### config.mk
export PLATFORM = sky130hd
export DESIGN_NAME = cache_req_issuer
export DESIGN_NICKNAME = d
export VERILOG_FILES = /design/src/rtl/cache_req_issuer.sv
export SDC_FILE = /design/constraint.sdc
export NUM_CORES = 1
export LEC_CHECK = 0
export ABC_AREA = 0
export BUFFER_PORTS_ARGS = -buffer_cell sky130_fd_sc_hd__buf_2
export CORE_MARGIN = 2
export CORE_UTILIZATION = 30
export DETAILED_ROUTE_END_ITERATION = 10
export GPL_ROUTABILITY_DRIVEN = 0
export GPL_TIMING_DRIVEN = 0
export RECOVER_POWER = 50
export SLEW_MARGIN = 30
export SYNTH_ARGS = -nofsm -noshare
export SYNTH_HDL_FRONTEND = slang
export SYNTH_SLANG_ARGS = --single-unit
### constraint.sdc
create_clock -name clk -period 4.6 [get_ports clk]
set_input_delay 0.92 -clock clk [delete_from_list [all_inputs] [get_ports clk]]
set_output_delay 0.92 -clock clk [all_outputs]
set_load 0.05 [all_outputs]
### src/rtl/cache_req_issuer.sv
// Queues CPU load/store requests and issues them one at a time to the cache, returning one response per access.
// Cache outputs are one cycle after the IDLE pop; upstream stalls when the queue is full or a response is unaccepted.

module cache_req_fifo #(
    parameter int DEPTH = 4,
    parameter int W     = 65
) (
    input  logic         clk,
    input  logic         resetn,
    input  logic         push_i,
    input  logic [W-1:0] data_i,
    input  logic         pop_i,
    output logic [W-1:0] data_o,
    output logic         empty_o,
    output logic         ready_o
);
    localparam int AW = $clog2(DEPTH);

    logic [W-1:0]  mem_q [DEPTH];
    logic [AW-1:0] wptr_q, rptr_q;
    logic [AW:0]   cnt_q, cnt_d;
    logic          ready_q;
    logic          do_push, do_pop;

    // Ready is registered from the next count, so a same-cycle pop never opens the door early.
    assign do_push = push_i && ready_q;
    assign do_pop  = pop_i && (cnt_q != '0);

    always_comb begin
        cnt_d = cnt_q;
        if (do_push && !do_pop) begin
            cnt_d = cnt_q + (AW+1)'(1);
        end else if (!do_push && do_pop) begin
            cnt_d = cnt_q - (AW+1)'(1);
        end
    end

    always_ff @(posedge clk or negedge resetn) begin
        if (!resetn) begin
            wptr_q  <= '0;
            rptr_q  <= '0;
            cnt_q   <= '0;
            ready_q <= 1'b0;
        end else begin
            if (do_push) wptr_q <= wptr_q + AW'(1);
            if (do_pop)  rptr_q <= rptr_q + AW'(1);
            cnt_q   <= cnt_d;
            ready_q <= (cnt_d != (AW+1)'(DEPTH));
        end
    end

    always_ff @(posedge clk) begin
        if (do_push) mem_q[wptr_q] <= data_i;
    end

    assign data_o  = mem_q[rptr_q];
    assign empty_o = (cnt_q == '0);
    assign ready_o = ready_q;
endmodule

module cache_req_issuer #(
    parameter int FIFO_DEPTH = 4,
    parameter int TIMEOUT    = 255,
    parameter int CNT_W      = 16
) (
    input  logic             clk,
    input  logic             resetn,
    input  logic             iReqValid,
    input  logic             iReqWr,
    input  logic [31:0]      iReqAddr,
    input  logic [31:0]      iReqData,
    output logic             oReqReady,
    output logic             oRd,
    output logic             oWr,
    output logic [31:0]      oAddr,
    output logic [31:0]      oData,
    input  logic [31:0]      iData,
    input  logic             iReady,
    input  logic             iHit,
    output logic             oRspValid,
    input  logic             iRspReady,
    output logic [31:0]      oRspData,
    output logic             oRspHit,
    output logic             oRspErr,
    output logic [CNT_W-1:0] oHitCnt,
    output logic [CNT_W-1:0] oMissCnt
);
    typedef struct packed {
        logic        wr;
        logic [31:0] addr;
        logic [31:0] data;
    } cmd_t;

    localparam logic [1:0] IDLE  = 2'd0;
    localparam logic [1:0] ISSUE = 2'd1;
    localparam logic [1:0] WAIT  = 2'd2;
    localparam logic [1:0] RESP  = 2'd3;

    localparam int             TW   = $clog2(TIMEOUT + 1);
    localparam logic [TW-1:0]  TMAX = TW'(TIMEOUT - 1);

    logic [1:0]       state_q, state_d;
    cmd_t             cmd_q, cmd_d, fifo_head;
    logic [TW-1:0]    timer_q, timer_d;
    logic [31:0]      rsp_data_q, rsp_data_d;
    logic             rsp_hit_q, rsp_hit_d;
    logic             rsp_err_q, rsp_err_d;
    logic [CNT_W-1:0] hit_cnt_q, hit_cnt_d;
    logic [CNT_W-1:0] miss_cnt_q, miss_cnt_d;
    logic             fifo_pop, fifo_empty;
    cmd_t             req_in;

    assign req_in = '{wr: iReqWr, addr: iReqAddr, data: iReqData};

    cache_req_fifo #(.DEPTH(FIFO_DEPTH), .W($bits(cmd_t))) u_fifo (
        .clk     (clk),
        .resetn  (resetn),
        .push_i  (iReqValid),
        .data_i  (req_in),
        .pop_i   (fifo_pop),
        .data_o  (fifo_head),
        .empty_o (fifo_empty),
        .ready_o (oReqReady)
    );

    always_comb begin
        state_d    = state_q;
        cmd_d      = cmd_q;
        timer_d    = timer_q;
        rsp_data_d = rsp_data_q;
        rsp_hit_d  = rsp_hit_q;
        rsp_err_d  = rsp_err_q;
        hit_cnt_d  = hit_cnt_q;
        miss_cnt_d = miss_cnt_q;
        fifo_pop   = 1'b0;
        case (state_q)
            IDLE: begin
                if (!fifo_empty) begin
                    fifo_pop = 1'b1;
                    cmd_d    = fifo_head;
                    state_d  = ISSUE;
                end
            end
            ISSUE: begin
                timer_d = '0;
                state_d = WAIT;
            end
            WAIT: begin
                // A completion arriving on the last timer cycle still counts as a completion.
                if (iReady) begin
                    rsp_data_d = cmd_q.wr ? 32'd0 : iData;
                    rsp_hit_d  = iHit;
                    rsp_err_d  = 1'b0;
                    state_d    = RESP;
                    if (iHit && (hit_cnt_q != {CNT_W{1'b1}}))
                        hit_cnt_d = hit_cnt_q + CNT_W'(1);
                    if (!iHit && (miss_cnt_q != {CNT_W{1'b1}}))
                        miss_cnt_d = miss_cnt_q + CNT_W'(1);
                end else if (timer_q == TMAX) begin
                    rsp_data_d = 32'd0;
                    rsp_hit_d  = 1'b0;
                    rsp_err_d  = 1'b1;
                    state_d    = RESP;
                end else begin
                    timer_d = timer_q + TW'(1);
                end
            end
            default: begin
                if (iRspReady) state_d = IDLE;
            end
        endcase
    end

    always_ff @(posedge clk or negedge resetn) begin
        if (!resetn) begin
            state_q    <= IDLE;
            cmd_q      <= '0;
            timer_q    <= '0;
            rsp_data_q <= '0;
            rsp_hit_q  <= 1'b0;
            rsp_err_q  <= 1'b0;
            hit_cnt_q  <= '0;
            miss_cnt_q <= '0;
        end else begin
            state_q    <= state_d;
            cmd_q      <= cmd_d;
            timer_q    <= timer_d;
            rsp_data_q <= rsp_data_d;
            rsp_hit_q  <= rsp_hit_d;
            rsp_err_q  <= rsp_err_d;
            hit_cnt_q  <= hit_cnt_d;
            miss_cnt_q <= miss_cnt_d;
        end
    end

    assign oRd       = (state_q == ISSUE) && !cmd_q.wr;
    assign oWr       = (state_q == ISSUE) &&  cmd_q.wr;
    assign oAddr     = (state_q == ISSUE) ? cmd_q.addr : 32'd0;
    assign oData     = (state_q == ISSUE) ? cmd_q.data : 32'd0;
    assign oRspValid = (state_q == RESP);
    assign oRspData  = (state_q == RESP) ? rsp_data_q : 32'd0;
    assign oRspHit   = (state_q == RESP) && rsp_hit_q;
    assign oRspErr   = (state_q == RESP) && rsp_err_q;
    assign oHitCnt   = hit_cnt_q;
    assign oMissCnt  = miss_cnt_q;
endmodule

==> metrics.md, run 1 <==
| Metric | Value |
|---|---|
| Status | `finished, violations left` |
| Failing checks | `max-capacitance violations, max-slew violations` |
| Maximum vdd ir drop | `0.419 mV` |
| Register area share after synthesis | `0.711` |
| Max Root-Sink Buffers | `3` |
| Vias in the first global route | `around 9600` |
| Cell count after placement | `1842` |
| Clock Skew | `0.0229 ns` |
| Largest net degree at the start of global routing | `60` |
| GRT Total Usage | `0.135` |
| Hold Vio Cnt, Final | `0` |
| Type of the worst setup path | `flop to primary output` |
| TritonCTS clock tree | `yes` |
| Clk_lat worst skew | `0.58 ns` |
| Least-Margin Pin Slew | `2.28 ns` |
| Die H | `237 microns` |
| R2r startpoint | `u_fifo.wptr_q[0]` |
| Most frequent cells in the layout | `260 x edfxtp_1, 180 x buf_2, 149 x dfrtp_1, 99 x and2_1, 95 x clkbuf_1` |
| Core Rows | `85` |
| Most common cell after layout, fill and taps aside | `edfxtp_1` |
| Worst R2R Path Depth | `4` |
| Vias | `between 8000 and 9000` |
| Vias/cell | `~4.6` |
| Mapped cell area | `between 15000 and 20000 sq um` |
| Initial DRC Count | `approximately 500` |
| Post-synth EDFFs | `260` |
| Pwr/cell area | `692 nW/um^2` |
| Synthesized area per cell | `roughly 18 sq um` |
| Placed instance area | `around 18000 sq um` |
| Worst hold slack | `0.479 ns` |
| Worst EP required | `3.68 ns` |
| Root Buffer | `clkbuf_16` |
| Crit. End Element | `primary output` |
| Final setup vio count | `0` |
| Ys async rst share | `0.364` |
| IO Port Bufs | `236` |
| Hold path depth | `2` |
| Antenna viol nets, final | `0` |
| Non-Filler Instances | `approximately 1900` |
| Critical path arrival | `around 3.1 ns` |
| Grt total ovfl | `0` |
| HP Start | `rsp_hit_q` |
| Fmax | `251 MHz` |
| Wire per inst | `between 15 and 20 microns` |
| Syn. warnings | `0` |
| Tot Pwr | `roughly 14 mW` |
| Tmin final | `3.99 ns` |
| Number of inserted diodes | `0` |
| Drt first pass iters | `5` |
| Num CTS Buffers | `46` |
| Reg clk slew, reported paths | `0.05 ns` |
| Slew headroom | `-0.522` |
| Chip Width | `237 microns` |
| Starting Density | `0.303` |
| Crit. Startpoint | `state_q[1]` |
| Core area | `53600 sq um` |
| Syn nets | `between 1000 and 1500` |
| Clock sink total | `409` |
| Total Wirelength | `approximately 37000 microns` |
| Die ar. | `about 56000 sq um` |
| RSZ-0062 raised after global routing | `no` |
| Net count, final | `1312` |
| Critical path fanouts, max | `10` |
| Fillers | `5107` |
| Max Cap Violations | `4` |
| Leakage Power | `~7.7 nW` |
| Post-Syn Instances | `903` |
| Post-synthesis register bit count | `about 410` |
| Detailed placer's ending HPWL | `24200 microns` |
| Cts hold-fix bufs | `0` |
| Antenna violations before repair | `4` |
| H-tree levels | `2` |
| Hold/Removal Path Class | `flop to flop` |
| Fin crit share | `0.867` |
| I/O pin cnt | `237` |
| Finished Core Util | `0.371` |
| Synth unique cells | `47` |
| Startpoint Class | `flop` |
| Design Area, Final | `19900 sq um` |
| First-pass GRT wire length | `57200 microns` |
| Layout cells sized above 1 | `0.339` |
| Area Overhead vs Synth | `22.6%` |
| Slew Limit Fails | `156` |
| PostCTS Resize Cnt | `0` |
| Top FF cell, synth | `edfxtp_1` |
| Setup Buffers After CTS | `0` |
| Residual DRC | `0` |
[critical path, cell delays in order (launching register included)]
cell and delay [ns]:
dfrtp_1 0.41, inv_1 0.09, ha_1 0.37, clkbuf_1 0.52, clkbuf_1 0.57, and2_1 0.25
buf_2 0.29
[cell usage after synthesis (2+ instances only)]
library cell / n / area (sq um)
buf_6: 7 / 78.8
a31oi_1: 9 / 56.3
nor2_1: 8 / 30.0
nand2_1: 26 / 97.6
a22o_1: 33 / 289
xnor2_1: 31 / 272
and2_1: 99 / 619
nand3_1: 13 / 65.1
dfrtp_1: 149 / 3730
mux2_2: 68 / 766
inv_1: 11 / 41.3
clkbuf_1: 23 / 86.3
and3_2: 2 / 15.0
edfxtp_1: 260 / 7810
nand4_1: 10 / 62.6
a2bb2oi_1: 2 / 17.5
buf_1: 2 / 7.51
a21oi_1: 6 / 30.0
buf_2: 10 / 50.1
xor2_1: 6 / 52.6
o21ai_0: 8 / 40.0
mux4_2: 65 / 1460
and4_1: 5 / 43.8
ha_1: 15 / 188
nor2b_1: 2 / 12.5
and3_1: 12 / 75.1
[kinds of logic (layout without fill, tap and decap cells)]
group / count (synthesis) / in the layout / share of synthesized area
DFF: 409 / 409 / 0.711
buffers and inverters: 53 / 381 / 0.0163
AOI/OAI and AO/OA: 66 / 66 / 0.0329
and+or+nand+nor: 189 / 189 / 0.0702
xor gates and xnor gates: 37 / 37 / 0.0200
muxes: 134 / 134 / 0.138
adders and majority gates: 15 / 15 / 0.0116
[layout make-up]
class,instances,area [sq um],share of cell area
clock inverter,29,302,0.0152
buffer,42,223,0.0112
timing repair buffer,243,1240,0.0622
sequential,409,11500,0.580
clock buffer,56,1250,0.0628
tap,696,871,0.0438
multi-input combinational,441,4440,0.223
inverter,11,41.3,0.00207
[path summary, 6_finish.rpt]
kind	endpoint	slack, ns
setup / recovery	oData[21]	0.61
hold / removal	rsp_hit_q	0.48
setup reg to reg	u_fifo.mem_q[3][13]	1.28
hold reg to reg	rsp_hit_q	0.48
max in group asynchronous	cmd_q[39]	1.02
min in group asynchronous	oHitCnt[6]	0.99
[where the power goes]
group	switching, mW	internal, mW	total, mW
Combinational	2.95	1.84	4.80
Sequential	0.356	4.91	5.27
Clock	1.49	2.22	3.71
Total	4.79	8.98	13.8
[metrics by stage]
| stage | setup slack [ns] | TNS [ns] |
|---|---|---|
| finish | 0.612 | 0 |
| global placement | -0.223 | -37.97 |
| detailed placement | 0.958 | 0 |
| global route | 0.259 | 0 |
| floorplan | 1.67 | 0 |
| CTS | 0.327 | 0 |
[layer usage]
layer	track usage	routed length, microns	up-vias
li1	-	-	4043
met1	0.170	16000	4586
met3	0.0336	2190	73
met4	0.0414	902	6
met2	0.228	18100	236
met5	0	39	-
[state kept, by name, indices dropped and copies added (netlist names)]
name and count:
u_fifo.mem_q 260, cmd_q 65, rsp_data_q 32, oHitCnt 16, oMissCnt 16, timer_q 8, u_fifo.cnt_q 3, state_q 2
u_fifo.rptr_q 2, u_fifo.wptr_q 2, rsp_err_q 1, rsp_hit_q 1, u_fifo.ready_o 1
Power figures use the tool's default switching activity.
==> run 2: changes to the inputs <==
- clock period: 4.6 -> 4.25 ns (I/O delays scaled with it)
==> run 2 against run 1 <==
Net effect:
- the flow still finishes with violations (max-capacitance violations, max-slew violations)
- sequential power up 8.2%
- count of clock-buffer cells in the layout unchanged
- clock skew down 0.0010 ns
- critical path depth unchanged
- via count about the same
- cell count unchanged
- combinational power up 8.1%
- register-to-register slack worse by 0.34 ns
- flip-flop and latch count unchanged
- total power up 8.3%
- hold slack about the same
- critical path type unchanged
- critical endpoint is now oData[11]
- largest power group unchanged
==> metrics.md, run 2 (same netlist as run 1, synthesis figures left out) <==
| Metric | Value |
|---|---|
| Cell family with most CP delay | `buffers and inverters` |
| Slew headroom | `-0.551` |
| Max Root-Sink Buffers | `3` |
| R2r startpoint | `u_fifo.wptr_q[0]` |
| Core Rows | `85` |
| Die ar. | `56000 sq um` |
| Largest register FFs | `260` |
| I/O pin cnt | `237` |
| Crit. End Element | `primary output` |
| Slew Limit Fails | `96` |
| Slowest stage delay, CP | `0.57 ns` |
| Wire per inst | `19.3 microns` |
| Initial DRC Count | `509` |
| Total Wirelength | `37200 microns` |
| Largest net degree at the start of global routing | `60` |
| Failing checks | `max-capacitance violations, max-slew violations` |
| Status | `finished, violations left` |
| Worst hold slack | `0.479 ns` |
| Antenna viol nets, final | `0` |
| Worst-case hold path end point | `rsp_hit_q` |
| Startpoint Class | `flop` |
| Hold path depth | `2` |
| Area Overhead vs Synth | `22.7%` |
| Clk_lat worst skew | `0.58 ns` |
| Cell count after placement | `approximately 1800` |
| HP Start | `rsp_hit_q` |
| TritonCTS clock tree | `yes` |
| Setup ws final | `0.368 ns` |
| Layout cells sized above 1 | `0.340` |
| Maximum vdd ir drop | `0.451 mV` |
| Psw | `5.19 mW` |
| Cts hold-fix bufs | `0` |
| Crit path top cell by count | `clkbuf_1` |
| Num CTS Buffers | `46` |
| Least-Margin Pin Slew | `2.33 ns` |
| Vias/cell | `about 4.6` |
| Die H | `237 microns` |
| Tmin final | `3.88 ns` |
| Vias in the first global route | `~9600` |
| Non-Filler Instances | `1927` |
| First-pass GRT wire length | `57200 microns` |
| Most common cell after layout, fill and taps aside | `edfxtp_1` |
| CP max-delay cell | `clkbuf_1` |
| Number of inserted diodes | `0` |
| Residual DRC | `0` |
| RSZ-0062 raised after global routing | `no` |
| Net Sw Frac | `0.348` |
| PostCTS Resize Cnt | `0` |
| Type of the worst setup path | `flop to primary output` |
| Chip Width | `237 microns` |
| Leakage Power | `7.69 nW` |
| Clock sink total | `409` |
| Detailed placer's ending HPWL | `between 20000 and 25000 microns` |
| H-tree levels | `2` |
| Worst EP required | `3.40 ns` |
| Pre-CTS WS | `around 0.68 ns` |
| Vias | `8951` |
| Hold Vio Cnt, Final | `0` |
| Largest regs | `u_fifo.mem_q x260, cmd_q x65, rsp_data_q x32` |
| Core area | `about 54000 sq um` |
| Setup slack, reg-to-reg | `0.94 ns` |
| Grt total ovfl | `0` |
| Max Cap Violations | `3` |
| Antenna violations before repair | `4` |
| Root Buffer | `clkbuf_16` |
| Reg with most FFs | `u_fifo.mem_q` |
| Hold/Removal Path Class | `flop to flop` |
| Reg clk slew, reported paths | `0.05 ns` |
| Most frequent cells in the layout | `260 x edfxtp_1, 180 x buf_2, 149 x dfrtp_1, 99 x and2_1, 94 x clkbuf_1` |
| Setup Buffers After CTS | `0` |
| Reg2reg end | `u_fifo.mem_q[3][10]` |
| Internal Pwr Total | `9.72 mW` |
| Critical path, cell by cell | `inv_1 > ha_1 > clkbuf_1 > clkbuf_1 > and2_1 > buf_2` |
| GRT Total Usage | `0.135` |
| Clock Skew | `0.0219 ns` |
| Worst R2R Path Depth | `4` |
| Clk pwr share | `0.269` |
| Part of the power in registers | `0.383` |
| Critical path arrival | `3.03 ns` |
| Final TNS setup | `0 ns` |
| Comb pwr share | `0.348` |
| Starting Density | `0.303` |
| Fin crit share | `0.913` |
| Critical path fanouts, max | `10` |
| Tot Pwr | `14.9 mW` |
| Net count, final | `1312` |
| IO Port Bufs | `236` |
| Buf/Inv on CP | `4` |
| Fmax | `258 MHz` |
| Drt first pass iters | `5` |
| Pwr/cell area | `749 nW/um^2` |
| Final setup vio count | `0` |
-- run 2: worst max-delay path by stage --
stage	cells past startpoint	from	slack, ns	to
detailed placement	6	state_q[1]	0.68	oData[21]
global route	6	state_q[1]	0.1	oData[17]
finish	6	state_q[1]	0.37	oData[11]
CTS	6	state_q[1]	0.05	oData[21]
floorplan	1	iReqValid	1.39	u_fifo.mem_q[1][0]
global placement	1	resetn	-0.50	cmd_q[42]
-- run 2: power groups by stage --
stage                     clock [mW]  sequential (mW)  combinational (mW)
final                           4.01             5.70                5.19
after global placement             0             5.80                5.21
after floorplan                    0             5.81                3.77
after detailed placement           0             5.78                5.36
after global routing            4.31             5.82                5.63
after CTS                       4.17             5.71                5.38
-- run 2: routing by layer --
layer	part of all wire	routed length, microns	vias to the layer above	GRT usage
li1	-	-	4047	-
met2	0.49	18100	232	0.228
met1	0.43	15900	4593	0.170
met3	0.059	2210	73	0.0336
met5	0.0010	39	-	0
met4	0.024	903	6	0.0414
-- run 2: tightest hold or removal path, cell delays in order (launching register included) --
cell and delay, ns:
dfrtp_1 0.34, nand2_1 0.05, nand2_1 0.06
-- run 2: metrics by stage --
stage                     cell area, sq um  utilization
final                                19900        0.371
after global routing                 19900        0.371
after CTS                            20000        0.374
after detailed placement             18500        0.345
after floorplan                      16200            -
after global placement               18300        0.341
-- run 2: final cells by class --
class	instances	area [sq um]
Fill cell	5108	33700
Sequential cell	409	11500
Multi-Input combinational cell	441	4440
Clock buffer	56	1250
Timing Repair Buffer	243	1240
Tap cell	696	871
Clock inverter	29	302
Buffer	42	224
Inverter	11	41.3
==> run 3: changes to the inputs <==
==> constraint.sdc (replaced) <==
create_clock -name clk -period 4.25 [get_ports clk]
set_input_delay 1.0625 -clock clk [delete_from_list [all_inputs] [get_ports clk]]
set_output_delay 1.0625 -clock clk [all_outputs]
set_load 0.05 [all_outputs]
==> run 3 against run 2 <==
Net effect:
- the flow still finishes with violations (max-capacitance violations, max-slew violations)
- cell count is the same
- count of clock-buffer cells in the layout did not move
- combinational power is essentially flat
- via count about the same
- maximum frequency up 2.3%
- setup slack better by 0.088 ns
- clock skew barely moved
- critical endpoint is now oData[5]
- largest cell class unchanged
==> metrics.md, run 3 (same netlist as run 1, synthesis figures left out) <==
| Metric | Value |
|---|---|
| Grt total ovfl | `0` |
| Hold Vio Cnt, Final | `0` |
| IO Port Bufs | `236` |
| Reg2reg end | `u_fifo.mem_q[3][10]` |
| Total Wirelength | `37200 microns` |
| HP Start | `rsp_hit_q` |
| TritonCTS clock tree | `yes` |
| Layout cells sized above 1 | `0.340` |
| Die H | `237 microns` |
| Setup slack, reg-to-reg | `0.94 ns` |
| Crit. Startpoint | `state_q[1]` |
| R2r startpoint | `u_fifo.wptr_q[0]` |
| Failing checks | `max-capacitance violations, max-slew violations` |
| Slew Limit Fails | `96` |
| Residual DRC | `0` |
| Hold/Removal Path Class | `flop to flop` |
| Vias | `8943` |
| Critical path arrival | `2.73 ns` |
| I/O pin cnt | `237` |
| Maximum vdd ir drop | `around 0.45 mV` |
| Clock Skew | `0.0219 ns` |
| Max Cap Violations | `3` |
| GRT Total Usage | `0.135` |
| Tmin final | `3.79 ns` |
| Hold path depth | `2` |
| Leakage Power | `about 7.7 nW` |
| Area Overhead vs Synth | `22.7%` |
| Num CTS Buffers | `between 40 and 50` |
| Vias in the first global route | `9583` |
| Pwr/cell area | `749 nW/um^2` |
| Clk_lat worst skew | `0.58 ns` |
| Most common cell after layout, fill and taps aside | `edfxtp_1` |
| Fillers | `5107` |
| Slew headroom | `-0.538` |
| Core area | `~54000 sq um` |
| Number of inserted diodes | `0` |
| RSZ-0062 raised after global routing | `no` |
| Wire per inst | `19.3 microns` |
| Antenna violations before repair | `4` |
| Worst EP required | `3.19 ns` |
| Largest register FFs | `260` |
| Core Rows | `85` |
| Setup Buffers After CTS | `0` |
| Non-Filler Instances | `1927` |
| Clock sink total | `409` |
| Most frequent cells in the layout | `260 x edfxtp_1, 179 x buf_2, 149 x dfrtp_1, 99 x and2_1, 93 x clkbuf_1` |
| Antenna viol nets, final | `0` |
| H-tree levels | `2` |
| Chip Width | `237 microns` |
| Final setup vio count | `0` |
| Critical path fanouts, max | `10` |
| Drt first pass iters | `4` |
| Crit. End Element | `primary output` |
| Fin crit share | `0.893` |
| Startpoint Class | `flop` |
| Root Buffer | `clkbuf_16` |
| Worst R2R Path Depth | `4` |
| Cell count after placement | `1842` |
| Vias/cell | `4.64` |
| Tot Pwr | `14.9 mW` |
| Least-Margin Pin Slew | `2.31 ns` |
| Largest regs | `u_fifo.mem_q x260, cmd_q x65, rsp_data_q x32` |
| Status | `finished, violations left` |
| Type of the worst setup path | `flop to primary output` |
| Detailed placer's ending HPWL | `24200 microns` |
| Reg clk slew, reported paths | `0.05 ns` |
| Fmax | `264 MHz` |
| Reg with most FFs | `u_fifo.mem_q` |
| Net count, final | `1312` |
| Starting Density | `0.303` |
| Initial DRC Count | `508` |
| Worst setup endpoint | `oData[5]` |
| Largest net degree at the start of global routing | `60` |
| First-pass GRT wire length | `roughly 57000 microns` |
| Max Root-Sink Buffers | `3` |
| Die ar. | `56000 sq um` |
## run 3: cell count changes in the layout (fill, tap and decap cells not counted)
cell | before | now
clkbuf_1 | 94 | 93
clkbuf_2 | 1 | 3
buf_2 | 180 | 179
## run 3: per-stage QoR
stage               TNS [ns]  instance area (sq um)  hold WS, ns  utilization  setup slack (ns)
detailed placement         0                  18500        0.462        0.345             0.466
CTS                        0                  20000        0.346        0.374            0.0309
global route               0                  19900        0.510        0.371             0.221
floorplan                  0                  16200        0.439            -              1.18
finish                     0                  19900        0.477        0.371             0.456
global placement     -223.53                  18300        0.461        0.341            -0.716
## run 3: how the worst min path moves through the flow
stage | end
after CTS | oHitCnt[9]
after floorplan | rsp_hit_q
final | rsp_hit_q
after global placement | rsp_hit_q
after detailed placement | rsp_hit_q
after global routing | rsp_data_q[11]
## run 3: timing repair
action	CTS	global route
hold buffers	0	0
pin swaps	0	0
gates cloned	0	0
setup endpoints to repair	19	1
gates resized for setup	2	2
## run 3: cell type report
type,instances,area [sq um],area share
Timing Repair Buffer,243,1240,0.0622
Clock buffer,56,1250,0.0628
Inverter,11,41.3,0.00207
Sequential cell,409,11500,0.580
Buffer,42,226,0.0114
Tap cell,696,871,0.0438
Multi-Input combinational cell,441,4440,0.223
Clock inverter,29,302,0.0151
## run 3: critical path: stages, from the launching register on
cell and delay [ns]:
dfrtp_1 0.41, inv_1 0.09, ha_1 0.37, clkbuf_2 0.35
clkbuf_1 0.40, and2_1 0.25, buf_2 0.28
## run 3: routing by layer
metal / global-route usage / vias up / share of wire
met3: 0.0336 / 73 / 0.060
met2: 0.228 / 233 / 0.49
met4: 0.0414 / 6 / 0.024
li1: - / 4042 / -
met1: 0.170 / 4589 / 0.43
met5: 0 / - / 0.0010
## run 3: power by group
| group | internal (mW) | total [mW] | switching (mW) |
|---|---|---|---|
| registers | 5.32 | 5.70 | 0.386 |
| logic | 2.00 | 5.20 | 3.20 |
| clock network | 2.40 | 4.01 | 1.61 |
